`src/rtl/cic_decim_mc.sv`:
```
// Multi-channel CIC decimator: one shared decimation counter, STAGES integrator and
// comb stages per channel, then rounded right-shift and saturation to OUT_WIDTH.
module cic_decim_mc #(
  parameter int CHANNELS   = 2,
  parameter int IN_WIDTH   = 16,
  parameter int OUT_WIDTH  = 16,
  parameter int STAGES     = 4,
  parameter int RATE_WIDTH = 8
) (
  input  logic                          clk_120mhz,
  input  logic                          reset,
  input  logic                          enable,
  input  logic [RATE_WIDTH-1:0]         rate,
  input  logic [5:0]                    shift,
  input  logic                          in_strobe,
  input  logic [CHANNELS*IN_WIDTH-1:0]  signal_in,
  output logic                          out_strobe,
  output logic [CHANNELS*OUT_WIDTH-1:0] signal_out
);
  localparam int ACC_WIDTH = IN_WIDTH + STAGES * RATE_WIDTH;
  localparam int V_WIDTH   = ACC_WIDTH + 1;

  // One extra bit so adding the rounding half never overflows before the shift.
  function automatic logic [OUT_WIDTH-1:0] round_sat(input logic [ACC_WIDTH-1:0] x,
                                                     input logic [5:0] sh);
    logic [V_WIDTH-1:0]   v;
    logic [V_WIDTH-1:0]   half;
    logic [OUT_WIDTH-1:0] res;
    half = {{(V_WIDTH-1){1'b0}}, 1'b1};
    v    = {x[ACC_WIDTH-1], x};
    if (int'(sh) >= ACC_WIDTH) begin
      v = {V_WIDTH{x[ACC_WIDTH-1]}};
    end else begin
      v = v + ((sh != 6'd0) ? (half << (sh - 6'd1)) : {V_WIDTH{1'b0}});
      v = $signed(v) >>> sh;
    end
    if (v[V_WIDTH-1:OUT_WIDTH-1] == {(V_WIDTH-OUT_WIDTH+1){v[V_WIDTH-1]}}) begin
      res = v[OUT_WIDTH-1:0];
    end else begin
      res = {v[V_WIDTH-1], {(OUT_WIDTH-1){~v[V_WIDTH-1]}}};
    end
    return res;
  endfunction

  logic [RATE_WIDTH-1:0] r_count;
  logic [ACC_WIDTH-1:0]  r_integ     [CHANNELS][STAGES];
  logic [ACC_WIDTH-1:0]  r_comb_prev [CHANNELS][STAGES];
  logic [ACC_WIDTH-1:0]  r_comb_out  [CHANNELS];
  logic                  r_comb_en;
  logic                  r_comb_valid;
  logic [ACC_WIDTH-1:0]  w_stage_in  [CHANNELS][STAGES];
  logic [ACC_WIDTH-1:0]  w_comb_res  [CHANNELS];
  logic                  w_accept;
  logic                  w_dstrobe;
  logic [RATE_WIDTH-1:0] w_reload;

  assign w_accept  = in_strobe & enable;
  assign w_dstrobe = w_accept & (r_count == {RATE_WIDTH{1'b0}});
  assign w_reload  = (rate == {RATE_WIDTH{1'b0}}) ? {RATE_WIDTH{1'b0}} : (rate - RATE_WIDTH'(1));

  // Comb stages evaluated as one combinational difference chain.
  always_comb begin : comb_chain
    logic [ACC_WIDTH-1:0] acc;
    acc = {ACC_WIDTH{1'b0}};
    for (int c = 0; c < CHANNELS; c++) begin
      acc = r_integ[c][STAGES-1];
      for (int k = 0; k < STAGES; k++) begin
        w_stage_in[c][k] = acc;
        acc = acc - r_comb_prev[c][k];
      end
      w_comb_res[c] = acc;
    end
  end

  always_ff @(posedge clk_120mhz) begin
    if (reset || !enable) begin
      r_count      <= {RATE_WIDTH{1'b0}};
      r_comb_en    <= 1'b0;
      r_comb_valid <= 1'b0;
      for (int c = 0; c < CHANNELS; c++) begin
        r_comb_out[c] <= {ACC_WIDTH{1'b0}};
        for (int k = 0; k < STAGES; k++) begin
          r_integ[c][k]     <= {ACC_WIDTH{1'b0}};
          r_comb_prev[c][k] <= {ACC_WIDTH{1'b0}};
        end
      end
    end else begin
      r_comb_en    <= w_dstrobe;
      r_comb_valid <= r_comb_en;
      if (w_accept) begin
        r_count <= w_dstrobe ? w_reload : (r_count - RATE_WIDTH'(1));
        for (int c = 0; c < CHANNELS; c++) begin
          r_integ[c][0] <= r_integ[c][0] +
            {{(ACC_WIDTH-IN_WIDTH){signal_in[c*IN_WIDTH+IN_WIDTH-1]}},
             signal_in[c*IN_WIDTH +: IN_WIDTH]};
          for (int k = 1; k < STAGES; k++) begin
            r_integ[c][k] <= r_integ[c][k] + r_integ[c][k-1];
          end
        end
      end
      if (r_comb_en) begin
        for (int c = 0; c < CHANNELS; c++) begin
          r_comb_out[c] <= w_comb_res[c];
          for (int k = 0; k < STAGES; k++) begin
            r_comb_prev[c][k] <= w_stage_in[c][k];
          end
        end
      end
    end
  end

  // Output register holds its value while disabled; only reset clears it.
  always_ff @(posedge clk_120mhz) begin
    if (reset) begin
      out_strobe <= 1'b0;
      signal_out <= {(CHANNELS*OUT_WIDTH){1'b0}};
    end else if (!enable) begin
      out_strobe <= 1'b0;
    end else begin
      out_strobe <= r_comb_valid;
      if (r_comb_valid) begin
        for (int c = 0; c < CHANNELS; c++) begin
          signal_out[c*OUT_WIDTH +: OUT_WIDTH] <= round_sat(r_comb_out[c], shift);
        end
      end
    end
  end
endmodule

```
`config.mk`:
```
export PLATFORM = sky130hd
export DESIGN_NAME = cic_decim_mc
export DESIGN_NICKNAME = d
export VERILOG_FILES = /design/src/rtl/cic_decim_mc.sv
export SDC_FILE = /design/constraint.sdc
export NUM_CORES = 2
export LEC_CHECK = 0
export ABC_AREA = 0
export CORE_ASPECT_RATIO = 0.6
export CORE_MARGIN = 4
export CORE_UTILIZATION = 30
export DETAILED_ROUTE_END_ITERATION = 16
export PLACE_DENSITY = 0.47
export SYNTH_ARGS = -nofsm -noshare
export SYNTH_HDL_FRONTEND = slang
export SYNTH_SLANG_ARGS = --single-unit
```
`constraint.sdc`:
```
create_clock -name clk_120mhz -period 49.1 [get_ports clk_120mhz]
set_input_delay 9.82 -clock clk_120mhz [delete_from_list [all_inputs] [get_ports clk_120mhz]]
set_output_delay 9.82 -clock clk_120mhz [all_outputs]
set_load 0.03 [all_outputs]
```
==> run_results.csv <==
group,metric,value,unit
run_status,status,"complete, no violations",
synthesis,syn_area_per_cell,8.86,sq um
drt,drtIter0Drc,5947,
sta,timing.final.crit_share,36.6,%
die,initial_core_util,30.1,%
power_and_ir_drop,clkPwrFrac,18.6,%
drt,avgRoutedWirePerCell,19.3,microns
synthesis,synth_area_leaders,"edfxtp_1 (32%), ha_1 (13%), nor2_1 (4.5%)",
finish,areaGrowthSynthToFinish,10.1,%
worst_setup_path,critPathKind,"in2reg",
clock_network,insertion_delay,760,ps
clock_network,cts-root-buf,"clkbuf_16",
synthesis,ys_types,101,
worst_setup_path,start_kind,"primary input",
clock_network,hold_buffers,0,
worst_setup_path,worstReg2RegStart,"r_integ[1][0]",
clock_network,path_clk_slew,90,ps
global_routing,grt_pass1_vias,64100,
finish,fin_nets,10100,
synthesis,synth_warnings,0,
clock_network,htreeDepth,3,
flow_run,maxCapViolations,0,
worst_setup_path,rr_endpoint,"r_comb_out[0][95]",
min_path,worstHoldPathType,"reg2reg",
power_and_ir_drop,power.density,48.8,nW/um^2
sta,grt_setup_unrepaired,"false",
power_and_ir_drop,p_switching,1.94,mW
synthesis,synth_nets,10100,
drt,vias,68500,
drt,wirelength,248000,microns
min_path,hp-start,"signal_out[5]",
sta,finalSetupViolations,0,
global_routing,grt_pass1_wl,385000,microns
global_routing,grt-ovfl-total,0,
min_path,holdPathStages,2,
synthesis,seq_area_frac_synth,32.8,%
min_path,min_to,"signal_out[5]",
synthesis,syn-cell-area,81700,sq um
clock_network,cts_setup_buffers,0,
synthesis,synth-main-ff-cell,"edfxtp_1",
placement,place_hpwl,192000,microns
synthesis,yosysTopAreaCell,"edfxtp_1",
global_routing,grt_usage,17.1,%
drt,ant_nets,0,
global_routing,grt_antenna_before_repair,6,
worst_setup_path,critPathMaxFanout,54,
clock_network,cts_buffers,105,
power_and_ir_drop,p_sw_share,44.3,%
die,die-area,281000,sq um
power_and_ir_drop,pwr-share-seq,21.3,%
power_and_ir_drop,p_comb_share,60.0,%
clock_network,cts.path.max_buffers,3,
synthesis,async_reset_ff_share,0,%
synthesis,synth_top_area_share,31.8,%
sta,fin_ws,31110,ps
worst_setup_path,regToRegSetupSlack,37260,ps
sta,slew_headroom,6.45,%
die,io_pins,83,
clock_network,cts_sinks,907,
power_and_ir_drop,internal_power,2.44,mW
die,row_count,148,
synthesis,yosys_register_bits,907,
worst_setup_path,endpoint_kind,"register",
die,dieWidth,682,microns
sta,fin_skew,81.3,ps
clock_network,cts_tree,"done",
die,core_area,271000,sq um
placement,pre_cts_ws,30720,ps
placement,numPortBuffers,82,
global_routing,grt_max_degree,184,
synthesis,synth-edff-count,864,
finish,drive_above_1_share,4.39,%
worst_setup_path,rr_worst_depth,46,
worst_setup_path,required,49770,ps
worst_setup_path,cp.arrival,18670,ps
drt,route.detailed.drc,0,
die,die_h,412,microns
placement,routabilityCongestion,0.946,
power_and_ir_drop,totalPowerFinal,4.39,mW
power_and_ir_drop,power_leakage,38.1,nW
sta,fin_crit,17990,ps
drt,via_per_inst,5.32,
sta,fin_setup_tns,0,ps
sta,maxSlewViolCount,0,
synthesis,syn_inst,9215,
sta,timing.fmax,55.6,MHz
sta,tightestPinTransition,1400,ps
drt,dr.pass1.iters,8,
sta,hold_viol,0,
power_and_ir_drop,vdd_drop_max,0.0000439,V
clock_network,cts_resized,0,
## metrics by stage
stage / cells / hold WS (ps) / util (%) / cell area, sq um
CTS: 12900 / 447 / 33.2 / 89900
global placement: 12700 / 447 / 31.9 / 86500
detailed placement: 12700 / 438 / 31.9 / 86500
global route: 12900 / 486 / 33.2 / 89900
finish: 12900 / 449 / 33.2 / 89900
floorplan: 9215 / 456 / - / 81700
## power groups by stage
stage               clock, mW  sequential, mW  combinational [mW]
CTS                     0.849           0.937                2.63
finish                  0.816           0.936                2.63
detailed placement          0           0.953                2.61
global route            0.877           0.941                2.94
global placement            0           0.952                2.59
floorplan                   0           0.949                2.02
## critical path: stages
cell	delay, ps
buf_4	130
buf_4	560
buf_4	520
nand2_1	580
or3_1	630
inv_1	150
ha_1	180
a211oi_1	100
o211ai_2	290
nand3_1	210
a2111oi_0	860
and3b_1	260
a2111o_1	390
a2111oi_0	670
a32oi_1	180
mux2i_1	590
nand2_1	100
or4_1	560
o2bb2a_1	400
nor4_2	270
a21oi_1	110
o22ai_2	230
nor2b_2	110
a221o_1	360
a311oi_1	250
## worst max path at each step
| stage | start | end | depth (start not counted) |
|---|---|---|---|
| detailed placement | shift[5] | signal_out[8] | 27 |
| floorplan | enable | r_comb_out[0][0] | 4 |
| finish | shift[1] | signal_out[8] | 25 |
| CTS | shift[5] | signal_out[0] | 27 |
| global placement | shift[1] | signal_out[7] | 28 |
| global route | shift[1] | signal_out[0] | 25 |
## area by class of cell
type                    count  area [sq um]
diodes                      2          5.00
clock buffers             148          2900
clock inverters            48           536
fillers                 28100        181000
inverters                 586          2200
multi-input cells        7440         51600
flip-flops and latches    907         26800
well taps                3600          4500
repair buffers            151          1330
## registers in the layout, summed over array words and instances (netlist names)
name          count
signal_out       32
r_integ         384
r_comb_en         1
r_count           8
r_comb_valid      1
r_comb_prev     384
out_strobe        1
r_comb_out       96
## cells in the mapped netlist, types with 32 or more instances
cell,number
dfxtp_1,43
o21a_1,142
a31oi_1,79
a211oi_1,125
nor3_1,247
o211ai_1,70
nand2b_1,157
nand4_1,84
edfxtp_1,864
clkbuf_1,227
buf_1,32
o31ai_1,46
nand3_1,175
o22ai_1,32
a21oi_1,731
nand2_1,524
or2_2,48
inv_1,583
nor2b_1,142
ha_1,850
o21bai_1,91
nor2_1,979
a2111oi_0,33
and2_1,332
or3_1,68
a21o_1,360
mux2_2,37
mux2i_1,109
xor2_1,284
xnor2_1,399
and3_1,214
o21ai_0,495
## cells in the final DEF (no fill, tap or decap), types with 32 or more instances in the layout
cell type / n
o31ai_1: 46
xnor2_1: 399
edfxtp_1: 864
ha_1: 850
dfxtp_1: 42
and2_1: 332
o21ai_0: 495
a31oi_1: 79
a21oi_1: 731
a21o_1: 360
nor2_1: 976
clkbuf_16: 109
nand3_1: 175
o21a_1: 142
nand2b_1: 155
buf_4: 70
a211oi_1: 125
or3_1: 68
xor2_1: 284
mux2_2: 37
and3_1: 214
clkdlybuf4s50_1: 77
mux2i_1: 109
nor3_1: 247
nor2b_1: 141
a2111oi_0: 33
nand4_1: 84
o22ai_1: 32
or2_2: 48
clkbuf_1: 36
inv_1: 580
o211ai_1: 70
o21bai_1: 91
nand2_1: 522
## layer usage
metal,vias up,part of all wire [%],GRT usage [%]
li1,33900,-,-
met1,32600,54,27.9
met2,1770,37,22.8
met3,191,6.6,3.07
met4,0,1.5,2.71
met5,-,0,0
## cells by family after synthesis
kind of cell / synth area share, %
xor gates and xnor gates: 7.41
AOI/OAI and AO/OA: 20.7
muxes: 2.70
and+or+nand+nor: 18.9
DFF: 32.8
buffers and inverters: 4.02
adders and majority gates: 13.5
No activity file was read; power rests on OpenSTA's default activity.
